[config.mk]
export PLATFORM = sky130hd
export DESIGN_NAME = hazard_scheduler_flat
export DESIGN_NICKNAME = d
export VERILOG_FILES = /design/src/rtl/hazard_scheduler_pkg.sv /design/src/rtl/hazard_scheduler_if.sv /design/src/rtl/hazard_fwd_unit.sv /design/src/rtl/hazard_scheduler.sv /design/src/flat_wrapper.sv
export SDC_FILE = /design/constraint.sdc
export NUM_CORES = 1
export LEC_CHECK = 0
export ABC_AREA = 1
export CAP_MARGIN = 40
export CELL_PAD_IN_SITES_DETAIL_PLACEMENT = 1
export CELL_PAD_IN_SITES_GLOBAL_PLACEMENT = 1
export CORE_MARGIN = 3
export CORE_UTILIZATION = 41
export DETAILED_ROUTE_END_ITERATION = 6
export PLACE_DENSITY = 0.89
export REMOVE_ABC_BUFFERS = 1
export SLEW_MARGIN = 15
export SYNTH_ARGS = -nofsm -noshare
export SYNTH_HDL_FRONTEND = slang
export SYNTH_SLANG_ARGS = --single-unit
export TNS_END_PERCENT = 5
[constraint.sdc]
create_clock -name clock -period 3.35 [get_ports clock]
set_input_delay 0.5025 -clock clock [delete_from_list [all_inputs] [get_ports clock]]
set_output_delay 0.5025 -clock clock [all_outputs]
set_load 0.01 [all_outputs]
[src/rtl/hazard_scheduler_pkg.sv]
// hazard_scheduler_pkg: shared decode indices, forwarding codes, FSM states and slot types
package hazard_scheduler_pkg;
    localparam int ITYPE_R     = 8;
    localparam int ITYPE_IALU  = 7;
    localparam int ITYPE_LOAD  = 6;
    localparam int ITYPE_STORE = 5;
    localparam int ITYPE_BR    = 4;
    localparam int ITYPE_JAL   = 3;
    localparam int ITYPE_LUI   = 2;
    localparam int ITYPE_AUIPC = 1;
    localparam int ITYPE_JALR  = 0;

    localparam logic [8:0] USE1_MASK = (9'd1 << ITYPE_R) | (9'd1 << ITYPE_IALU) | (9'd1 << ITYPE_LOAD)
                                     | (9'd1 << ITYPE_STORE) | (9'd1 << ITYPE_BR) | (9'd1 << ITYPE_JALR);
    localparam logic [8:0] USE2_MASK = (9'd1 << ITYPE_R) | (9'd1 << ITYPE_STORE) | (9'd1 << ITYPE_BR);

    localparam logic [1:0] FWD_RF    = 2'b00;
    localparam logic [1:0] FWD_EXMEM = 2'b01;
    localparam logic [1:0] FWD_MEMWB = 2'b10;

    typedef enum logic {ST_RUN = 1'b0, ST_FLUSH = 1'b1} state_t;

    typedef struct packed {
        logic [4:0] rd;
        logic       wr;
        logic       load;
    } slot_t;

    typedef struct packed {
        logic [4:0] rd;
        logic       wr;
        logic       load;
        logic [4:0] rs1;
        logic [4:0] rs2;
        logic       use1;
        logic       use2;
    } ex_slot_t;
endpackage

[src/rtl/hazard_scheduler_if.sv]
// hazard_scheduler_if: decoder-side inputs and pipeline-control outputs of the scheduler
interface hazard_scheduler_if #(parameter int CNT_W = 16);
    logic             id_valid;
    logic [4:0]       id_rs1;
    logic [4:0]       id_rs2;
    logic [4:0]       id_rd;
    logic [8:0]       id_type;
    logic             id_reg_en;
    logic             ex_redirect;
    logic             mem_busy;
    logic             stall_if_id;
    logic             freeze_all;
    logic             flush_if_id;
    logic             flush_ex;
    logic [1:0]       fwd_a_sel;
    logic [1:0]       fwd_b_sel;
    logic [CNT_W-1:0] stall_count;
    logic [CNT_W-1:0] flush_count;

    modport master (
        output id_valid, id_rs1, id_rs2, id_rd, id_type, id_reg_en, ex_redirect, mem_busy,
        input  stall_if_id, freeze_all, flush_if_id, flush_ex, fwd_a_sel, fwd_b_sel, stall_count, flush_count
    );
    modport slave (
        input  id_valid, id_rs1, id_rs2, id_rd, id_type, id_reg_en, ex_redirect, mem_busy,
        output stall_if_id, freeze_all, flush_if_id, flush_ex, fwd_a_sel, fwd_b_sel, stall_count, flush_count
    );
endinterface

[src/rtl/hazard_fwd_unit.sv]
// hazard_fwd_unit: forwarding select for one EX operand, MEM result preferred over WB
module hazard_fwd_unit
    import hazard_scheduler_pkg::*;
(
    input  logic [4:0] i_rs,
    input  logic       i_use,
    input  logic [4:0] i_mem_rd,
    input  logic       i_mem_wr,
    input  logic [4:0] i_wb_rd,
    input  logic       i_wb_wr,
    output logic [1:0] o_sel
);
    logic w_mem_hit;
    logic w_wb_hit;

    assign w_mem_hit = i_use & i_mem_wr & (i_mem_rd != 5'd0) & (i_mem_rd == i_rs);
    assign w_wb_hit  = i_use & i_wb_wr & (i_wb_rd != 5'd0) & (i_wb_rd == i_rs);
    assign o_sel     = w_mem_hit ? FWD_EXMEM : w_wb_hit ? FWD_MEMWB : FWD_RF;
endmodule

[src/rtl/hazard_scheduler.sv]
// hazard_scheduler: load-use stall, redirect flush, memory freeze and EX forwarding control
module hazard_scheduler
    import hazard_scheduler_pkg::*;
#(
    parameter int FLUSH_CYCLES = 2,
    parameter int CNT_W        = 16
) (
    input  logic              clock,
    input  logic              reset_n,
    hazard_scheduler_if.slave bus
);
    localparam logic [2:0]       FLUSH_INIT = 3'(FLUSH_CYCLES - 1);
    localparam logic [CNT_W-1:0] CNT_MAX    = '1;

    state_t           r_state;
    logic [2:0]       r_cnt;
    ex_slot_t         r_ex;
    slot_t            r_mem;
    slot_t            r_wb;
    logic [CNT_W-1:0] r_stall_count;
    logic [CNT_W-1:0] r_flush_count;

    logic w_freeze;
    logic w_use1;
    logic w_use2;
    logic w_load_use;
    logic w_stall;
    logic w_redirect;
    logic w_bubble;

    assign w_freeze   = bus.mem_busy;
    assign w_use1     = |(bus.id_type & USE1_MASK);
    assign w_use2     = |(bus.id_type & USE2_MASK);
    assign w_load_use = r_ex.load & (r_ex.rd != 5'd0) & bus.id_valid
                      & ((w_use1 & (r_ex.rd == bus.id_rs1)) | (w_use2 & (r_ex.rd == bus.id_rs2)));
    assign w_redirect = bus.ex_redirect & ~w_freeze;
    assign w_stall    = w_load_use & ~w_freeze & ~bus.ex_redirect;
    assign w_bubble   = w_redirect | w_stall | ~bus.id_valid;

    assign bus.freeze_all  = w_freeze;
    assign bus.stall_if_id = w_stall;
    assign bus.flush_ex    = w_redirect;
    assign bus.flush_if_id = ~w_freeze & (bus.ex_redirect | (r_state == ST_FLUSH));
    assign bus.stall_count = r_stall_count;
    assign bus.flush_count = r_flush_count;

    hazard_fwd_unit u_fwd_a (
        .i_rs    (r_ex.rs1),
        .i_use   (r_ex.use1),
        .i_mem_rd(r_mem.rd),
        .i_mem_wr(r_mem.wr),
        .i_wb_rd (r_wb.rd),
        .i_wb_wr (r_wb.wr),
        .o_sel   (bus.fwd_a_sel)
    );

    hazard_fwd_unit u_fwd_b (
        .i_rs    (r_ex.rs2),
        .i_use   (r_ex.use2),
        .i_mem_rd(r_mem.rd),
        .i_mem_wr(r_mem.wr),
        .i_wb_rd (r_wb.rd),
        .i_wb_wr (r_wb.wr),
        .o_sel   (bus.fwd_b_sel)
    );

    // Advance the EX/MEM/WB tracking slots, inserting a bubble on flush, stall or empty ID
    always_ff @(posedge clock or negedge reset_n) begin
        if (!reset_n) begin
            r_ex  <= '0;
            r_mem <= '0;
            r_wb  <= '0;
        end else if (!w_freeze) begin
            r_wb  <= r_mem;
            r_mem <= '{rd: r_ex.rd, wr: r_ex.wr, load: r_ex.load};
            r_ex  <= w_bubble ? '0 : '{rd: bus.id_rd, wr: bus.id_reg_en, load: bus.id_type[ITYPE_LOAD],
                                       rs1: bus.id_rs1, rs2: bus.id_rs2, use1: w_use1, use2: w_use2};
        end
    end

    // Flush FSM: r_cnt holds the FLUSH-state cycles still owed after the redirect cycle itself
    always_ff @(posedge clock or negedge reset_n) begin
        if (!reset_n) begin
            r_state <= ST_RUN;
            r_cnt   <= '0;
        end else if (!w_freeze) begin
            if (bus.ex_redirect) begin
                r_state <= (FLUSH_INIT != 3'd0) ? ST_FLUSH : ST_RUN;
                r_cnt   <= FLUSH_INIT;
            end else if (r_state == ST_FLUSH) begin
                r_state <= (r_cnt <= 3'd1) ? ST_RUN : ST_FLUSH;
                r_cnt   <= (r_cnt == 3'd0) ? 3'd0 : r_cnt - 3'd1;
            end
        end
    end

    // Saturating event counters for stall cycles and taken redirects
    always_ff @(posedge clock or negedge reset_n) begin
        if (!reset_n) begin
            r_stall_count <= '0;
            r_flush_count <= '0;
        end else begin
            if (w_stall && r_stall_count != CNT_MAX)
                r_stall_count <= r_stall_count + 1'b1;
            if (w_redirect && r_flush_count != CNT_MAX)
                r_flush_count <= r_flush_count + 1'b1;
        end
    end
endmodule
[src/flat_wrapper.sv]
// flat-port wrapper written by rule: the top's interface ports become plain ports
module hazard_scheduler_flat import hazard_scheduler_pkg::*;
#(
    parameter int FLUSH_CYCLES = 2,
    parameter int CNT_W        = 16
)
  (clock, reset_n, bus_id_valid, bus_id_rs1, bus_id_rs2, bus_id_rd, bus_id_type, bus_id_reg_en, bus_ex_redirect, bus_mem_busy, bus_stall_if_id, bus_freeze_all, bus_flush_if_id, bus_flush_ex, bus_fwd_a_sel, bus_fwd_b_sel, bus_stall_count, bus_flush_count);
  hazard_scheduler_if #(.CNT_W(CNT_W)) bus_i ();
  input  logic clock;
  input  logic reset_n;
  input wire logic [$bits(bus_i.id_valid)-1:0] bus_id_valid;
  input wire logic [$bits(bus_i.id_rs1)-1:0] bus_id_rs1;
  input wire logic [$bits(bus_i.id_rs2)-1:0] bus_id_rs2;
  input wire logic [$bits(bus_i.id_rd)-1:0] bus_id_rd;
  input wire logic [$bits(bus_i.id_type)-1:0] bus_id_type;
  input wire logic [$bits(bus_i.id_reg_en)-1:0] bus_id_reg_en;
  input wire logic [$bits(bus_i.ex_redirect)-1:0] bus_ex_redirect;
  input wire logic [$bits(bus_i.mem_busy)-1:0] bus_mem_busy;
  output wire logic [$bits(bus_i.stall_if_id)-1:0] bus_stall_if_id;
  output wire logic [$bits(bus_i.freeze_all)-1:0] bus_freeze_all;
  output wire logic [$bits(bus_i.flush_if_id)-1:0] bus_flush_if_id;
  output wire logic [$bits(bus_i.flush_ex)-1:0] bus_flush_ex;
  output wire logic [$bits(bus_i.fwd_a_sel)-1:0] bus_fwd_a_sel;
  output wire logic [$bits(bus_i.fwd_b_sel)-1:0] bus_fwd_b_sel;
  output wire logic [$bits(bus_i.stall_count)-1:0] bus_stall_count;
  output wire logic [$bits(bus_i.flush_count)-1:0] bus_flush_count;
  assign bus_i.id_valid = bus_id_valid;
  assign bus_i.id_rs1 = bus_id_rs1;
  assign bus_i.id_rs2 = bus_id_rs2;
  assign bus_i.id_rd = bus_id_rd;
  assign bus_i.id_type = bus_id_type;
  assign bus_i.id_reg_en = bus_id_reg_en;
  assign bus_i.ex_redirect = bus_ex_redirect;
  assign bus_i.mem_busy = bus_mem_busy;
  assign bus_stall_if_id = bus_i.stall_if_id;
  assign bus_freeze_all = bus_i.freeze_all;
  assign bus_flush_if_id = bus_i.flush_if_id;
  assign bus_flush_ex = bus_i.flush_ex;
  assign bus_fwd_a_sel = bus_i.fwd_a_sel;
  assign bus_fwd_b_sel = bus_i.fwd_b_sel;
  assign bus_stall_count = bus_i.stall_count;
  assign bus_flush_count = bus_i.flush_count;
  hazard_scheduler #(.FLUSH_CYCLES(FLUSH_CYCLES), .CNT_W(CNT_W)) u_core (.clock(clock), .reset_n(reset_n), .bus(bus_i));
endmodule
### Word-level counts from Yosys, hierarchy flattened

Cells that the tools add are included.
Widths: inputs -> output; s select.

| word-level totals | value |
|---|---|
| output and inout port bits | 40 |
| input bits | 30 |
| bits in registers | 67 |
| word-level logic and storage cells | 76 |

| operators by class | value |
|---|---|
| mux-type cells | 11 |
| eq/ne operators | 8 |
| magnitude comparators | 1 |
| add/subtract/negate cells | 3 |
| reductions and logical operators | 10 |
| bitwise logic cells | 28 |

Operator list:

| cell | count |
|---|---|
| $add 16x1->16 const B | 2 |
| $ne 16x16->1 const B | 2 |
| $eq 5x5->1 | 6 |
| $and 1x1->1 | 21 |
| $mux 19 | 1 |
| $reduce_bool 5->1 | 3 |
| $mux 3 | 3 |
| $mux 2 | 4 |
| $reduce_or 6->1 | 1 |
| $or 1x1->1 | 4 |
| $le 3x1->1 const B | 1 |
| $logic_not 3->1 | 1 |
| $mux 1 | 3 |
| $not 1->1 | 3 |
| $reduce_or 3->1 | 1 |
| $sub 3x1->3 const B | 1 |
| $logic_and 1x1->1 | 2 |
| $reduce_and 2->1 | 1 |
| $reduce_bool 2->1 | 1 |

### Depth between registers and ports, before layout

| depth | value |
|---|---|
| word-level depth | 9 |
| mapped depth | 11 |
| depth with buffers taken out | 11 |

### By module

From an unflattened synthesis, not the netlist that was laid out.

| unflattened totals | value |
|---|---|
| cells, all modules | 597 |
| area total of the unflattened synthesis | 4057.6 µm² |

By module, submodules not included:

| module | instances | cells an instance | sequential area each (µm²) | area each (µm²) |
|---|---|---|---|---|
| hazard_scheduler | 1 | 483 | 1676.6 | 3589.7 |
| hazard_fwd_unit | 2 | 57 | 0.0 | 234.0 |

### Worst setup path before layout

OpenSTA, ideal clock, no wires.

| path | value |
|---|---|
| kind | input to output |
| from | in bus_mem_busy |
| to | out bus_stall_if_id |
| arrival time | 1.296 ns |
| path slack | 1.552 ns |
| stages on the path | 6 |
| path through | buf_6 -> nor2_8 -> nand2_2 -> a31oi_4 -> nand2_2 -> inv_2 |

| on the way | value |
|---|---|
| longest elaborated chain between the ends | 3 |

RTL lines:

| element | RTL line | text |
|---|---|---|
| from (decl) | flat_wrapper.sv:18 | `input wire logic [$bits(bus_i.mem_busy)-1:0] bus_mem_busy;` |
| $not 1->1 (no source line) | - |  |
| $and 1x1->1 (2 in a row) | hazard_scheduler.sv:37 | `assign w_stall = w_load_use & ~w_freeze & ~bus.ex_redirect;` |
| to (decl) | flat_wrapper.sv:19 | `output wire logic [$bits(bus_i.stall_if_id)-1:0] bus_stall_if_id;` |

No other way between the ends.

### Final worst setup path

Ends and elaborated chain as after synthesis.

==> flow_summary.yaml <==
status:
  status: "finished, final reports clean"
detailed_routing:
  post_drt_wl_per_cell_um: 16.7
  vias: 3328
  drcViolationCount: 0
  firstDrtPassIters: 4
  viasPerCell: 5.29
  ant_nets: 0
  drtIter0Drc: 107
  wirelength_mm: 10.5
sta:
  period_share_pct: 89.1
  finalWorstSetupSlack_ns: 0.367
  clock.fmax_mhz: 335
  setup_viol: 0
  rsz0062_at_grt: "no"
  finalHoldViolations: 0
  fin_crit_ns: 2.98
  slew_violations: 0
  whs_ns: 0.0608
  worst_pin_slew_ns: 0.415
  slew_headroom_pct: 72.1
  finalClockSkew_ns: 0.00861
  tns_ns: 0
grt:
  antenna_found_initial: 0
  grtUsageMet3_pct: 2.99
  grt_use_total_pct: 22.9
  gr-usage-met1_pct: 27.8
  grtUsageMet2_pct: 41.8
  grt_overflow: 0
  grt_max_degree: 62
  grt_pass1_vias: 3748
  grt_pass1_wl_mm: 18.5
  busiest_layer: "met2"
clock_tree:
  cts-resized-gates: 0
  path_clk_slew_ns: 0.08
  clock-sinks: 67
  cts_buffers: 9
  cts_tree: "built"
  cts-root-buf: "clkbuf_8"
  cts.path.max_buffers: 2
  cts_setup_buffers: 0
  hold_buffers: 0
  htree_levels: 3
  clk_latency_ns: 0.34
final_layout:
  stdcell_area_um2: 4620
  num_antenna_cells: 0
  syn_to_final_growth_pct: 27.3
  final_common_cell: "nand2_1"
  layout-drive-gt1-share_pct: 7.82
  final_nets: 553
  final_cell_mix: "93 x nand2_1, 70 x inv_1, 67 x dfrtp_1"
place:
  routabilityCongestion: 0.877
  pre_cts_ws_ns: 0.379
  place_hpwl_mm: 7.96
  dpl_cell_area_um2: 4420
  portBuffers: 66
synthesis:
  synth_seq_cells: 67
  synth_fa_ha_area_share_pct: 1.38
  synth.distinct_cells: 35
  synth-xor-area-share_pct: 7.00
  asyncSetResetFlopFracSynth_pct: 100
  synth_edf_count: 0
  synth_top_family_by_area: "simple AND/OR/NAND/NOR gates"
  ys_warn_count: 0
  ys_seq_area_share_pct: 46.2
  syn_inst: 446
  synthSimpleGateAreaFrac_pct: 25.6
  synth_mux_area_share_pct: 0
  avgSynthCellArea_um2: 8.14
  syn_area_um2: 3630
  synth_compound_gate_area_share_pct: 10.7
  ys.flop_type: "dfrtp_1"
critical_path:
  rr_worst_depth: 11
  rr_startpoint: "u_core.r_ex[17]$_DFFE_PN0N_"
  critPathBufInv: 3
  crit_path_start_kind: "input pin"
  crit_type: "in2out"
  worstPathRequired_ns: 2.85
  cp_slowest_stage_delay_ns: 0.60
  cp_top_family: "buffers and inverters"
  cp_slowest_cell: "clkdlybuf4s50_1"
  r2r_end: "u_core.r_ex[2]$_DFFE_PN0N_"
  crit_path_cell_trace: "clkdlybuf4s50_1 > nor2_8 > nand2_2 > a31oi_4 > nand2_2 > inv_2 > clkdlybuf4s50_1"
  rrSetupSlack_ns: 1.42
  critPathMaxFanout: 8
  cp-end-kind: "output pin"
  crit_arrival_ns: 2.48
die:
  initial_core_util_pct: 43.1
  dieHeight_um: 100
  die_area_um2: 10000
  coreArea_um2: 8420
  boundaryPins: 70
  rows: 33
  die_w_um: 100
power_and_ir_drop:
  leakage_uw: 0.00213
  vdd_ir_drop_max_v: 0.000335
  power.density_nw_per_um2: 426
hold_path:
  hp-class: "in2async"
job:
  maxCapViolCount: 0
## cells in the mapped netlist, types with 5 or more instances
master / count / area share [%]
xor2_1: 16 / 3.9
nand2_2: 5 / 0.86
nand3_1: 33 / 4.6
nand2_1: 93 / 9.6
a21oi_1: 7 / 0.97
nor2_1: 37 / 3.8
nand4_1: 13 / 2.2
inv_1: 70 / 7.2
nor3_1: 8 / 1.1
o22ai_1: 10 / 1.7
dfrtp_1: 67 / 46
xnor2_1: 13 / 3.1
o21ai_0: 27 / 3.7
o21bai_1: 6 / 1.2
## worst reg2reg max path: stages, from the launching register on
cell and delay [ns]:
dfrtp_1 0.43, inv_1 0.13, nand2_1 0.07, nand2_1 0.07, nand2_1 0.08, nor2_1 0.11, nand2_1 0.07, nand2_2 0.18
nand2_2 0.09, buf_4 0.20, nand2_1 0.22, o22ai_1 0.13
## kinds of logic after synthesis
group / Yosys count
compound gates: 63
flops: 67
xor+xnor: 29
simple gates: 201
fa+ha+maj: 4
buf+inv: 82
## layout make-up
class | instances | area, µm²
multi-input cells | 297 | 1620
well taps | 105 | 131
inverters | 72 | 270
fillers | 1059 | 3800
clock inverters | 7 | 76.3
flip-flops and latches | 67 | 1680
repair buffers | 72 | 721
clock buffers | 9 | 124
## through the flow
| step | total power [µW] | util, % | std cells |
|---|---|---|---|
| 2_1_floorplan | 1100 | - | 436 |
| 3_3_place_gp | 1270 | 52.2 | 612 |
| 3_5_place_dp | 1300 | 52.5 | 613 |
| 4_1_cts | 1990 | 54.9 | 629 |
| 5_1_grt | 2080 | 54.9 | 629 |
| 6_report | 1970 | 54.9 | 629 |
## worst max-delay path by stage
stage                    start               to  slack (ns)  depth (start not counted)
2_1_floorplan  bus_ex_redirect  bus_stall_if_id        1.38                          7
5_1_grt           bus_mem_busy  bus_stall_if_id        0.24                          7
6_report          bus_mem_busy  bus_stall_if_id        0.37                          7
4_1_cts           bus_mem_busy  bus_stall_if_id        0.36                          7
3_3_place_gp      bus_mem_busy  bus_stall_if_id        0.43                          7
3_5_place_dp      bus_mem_busy  bus_stall_if_id        0.38                          7
## state kept, by name, indices dropped and copies added (netlist names)
signal and count:
u_core.r_ex 19, u_core.r_wb 6, u_core.r_mem 6, u_core.r_state 1
u_core.bus.flush_count 16, u_core.r_cnt 3, u_core.bus.stall_count 16
## routing by layer
metal	up-vias	wire length, µm
li1	1591	-
met1	1652	4320
met5	-	0
met3	21	274
met4	0	225
met2	64	5700
## power breakdown
group          total [µW]  internal [µW]  switching [µW]
clock network         687            347             339
logic                 336            165             172
registers             945            869            75.7
Power figures use the tool's default switching activity.
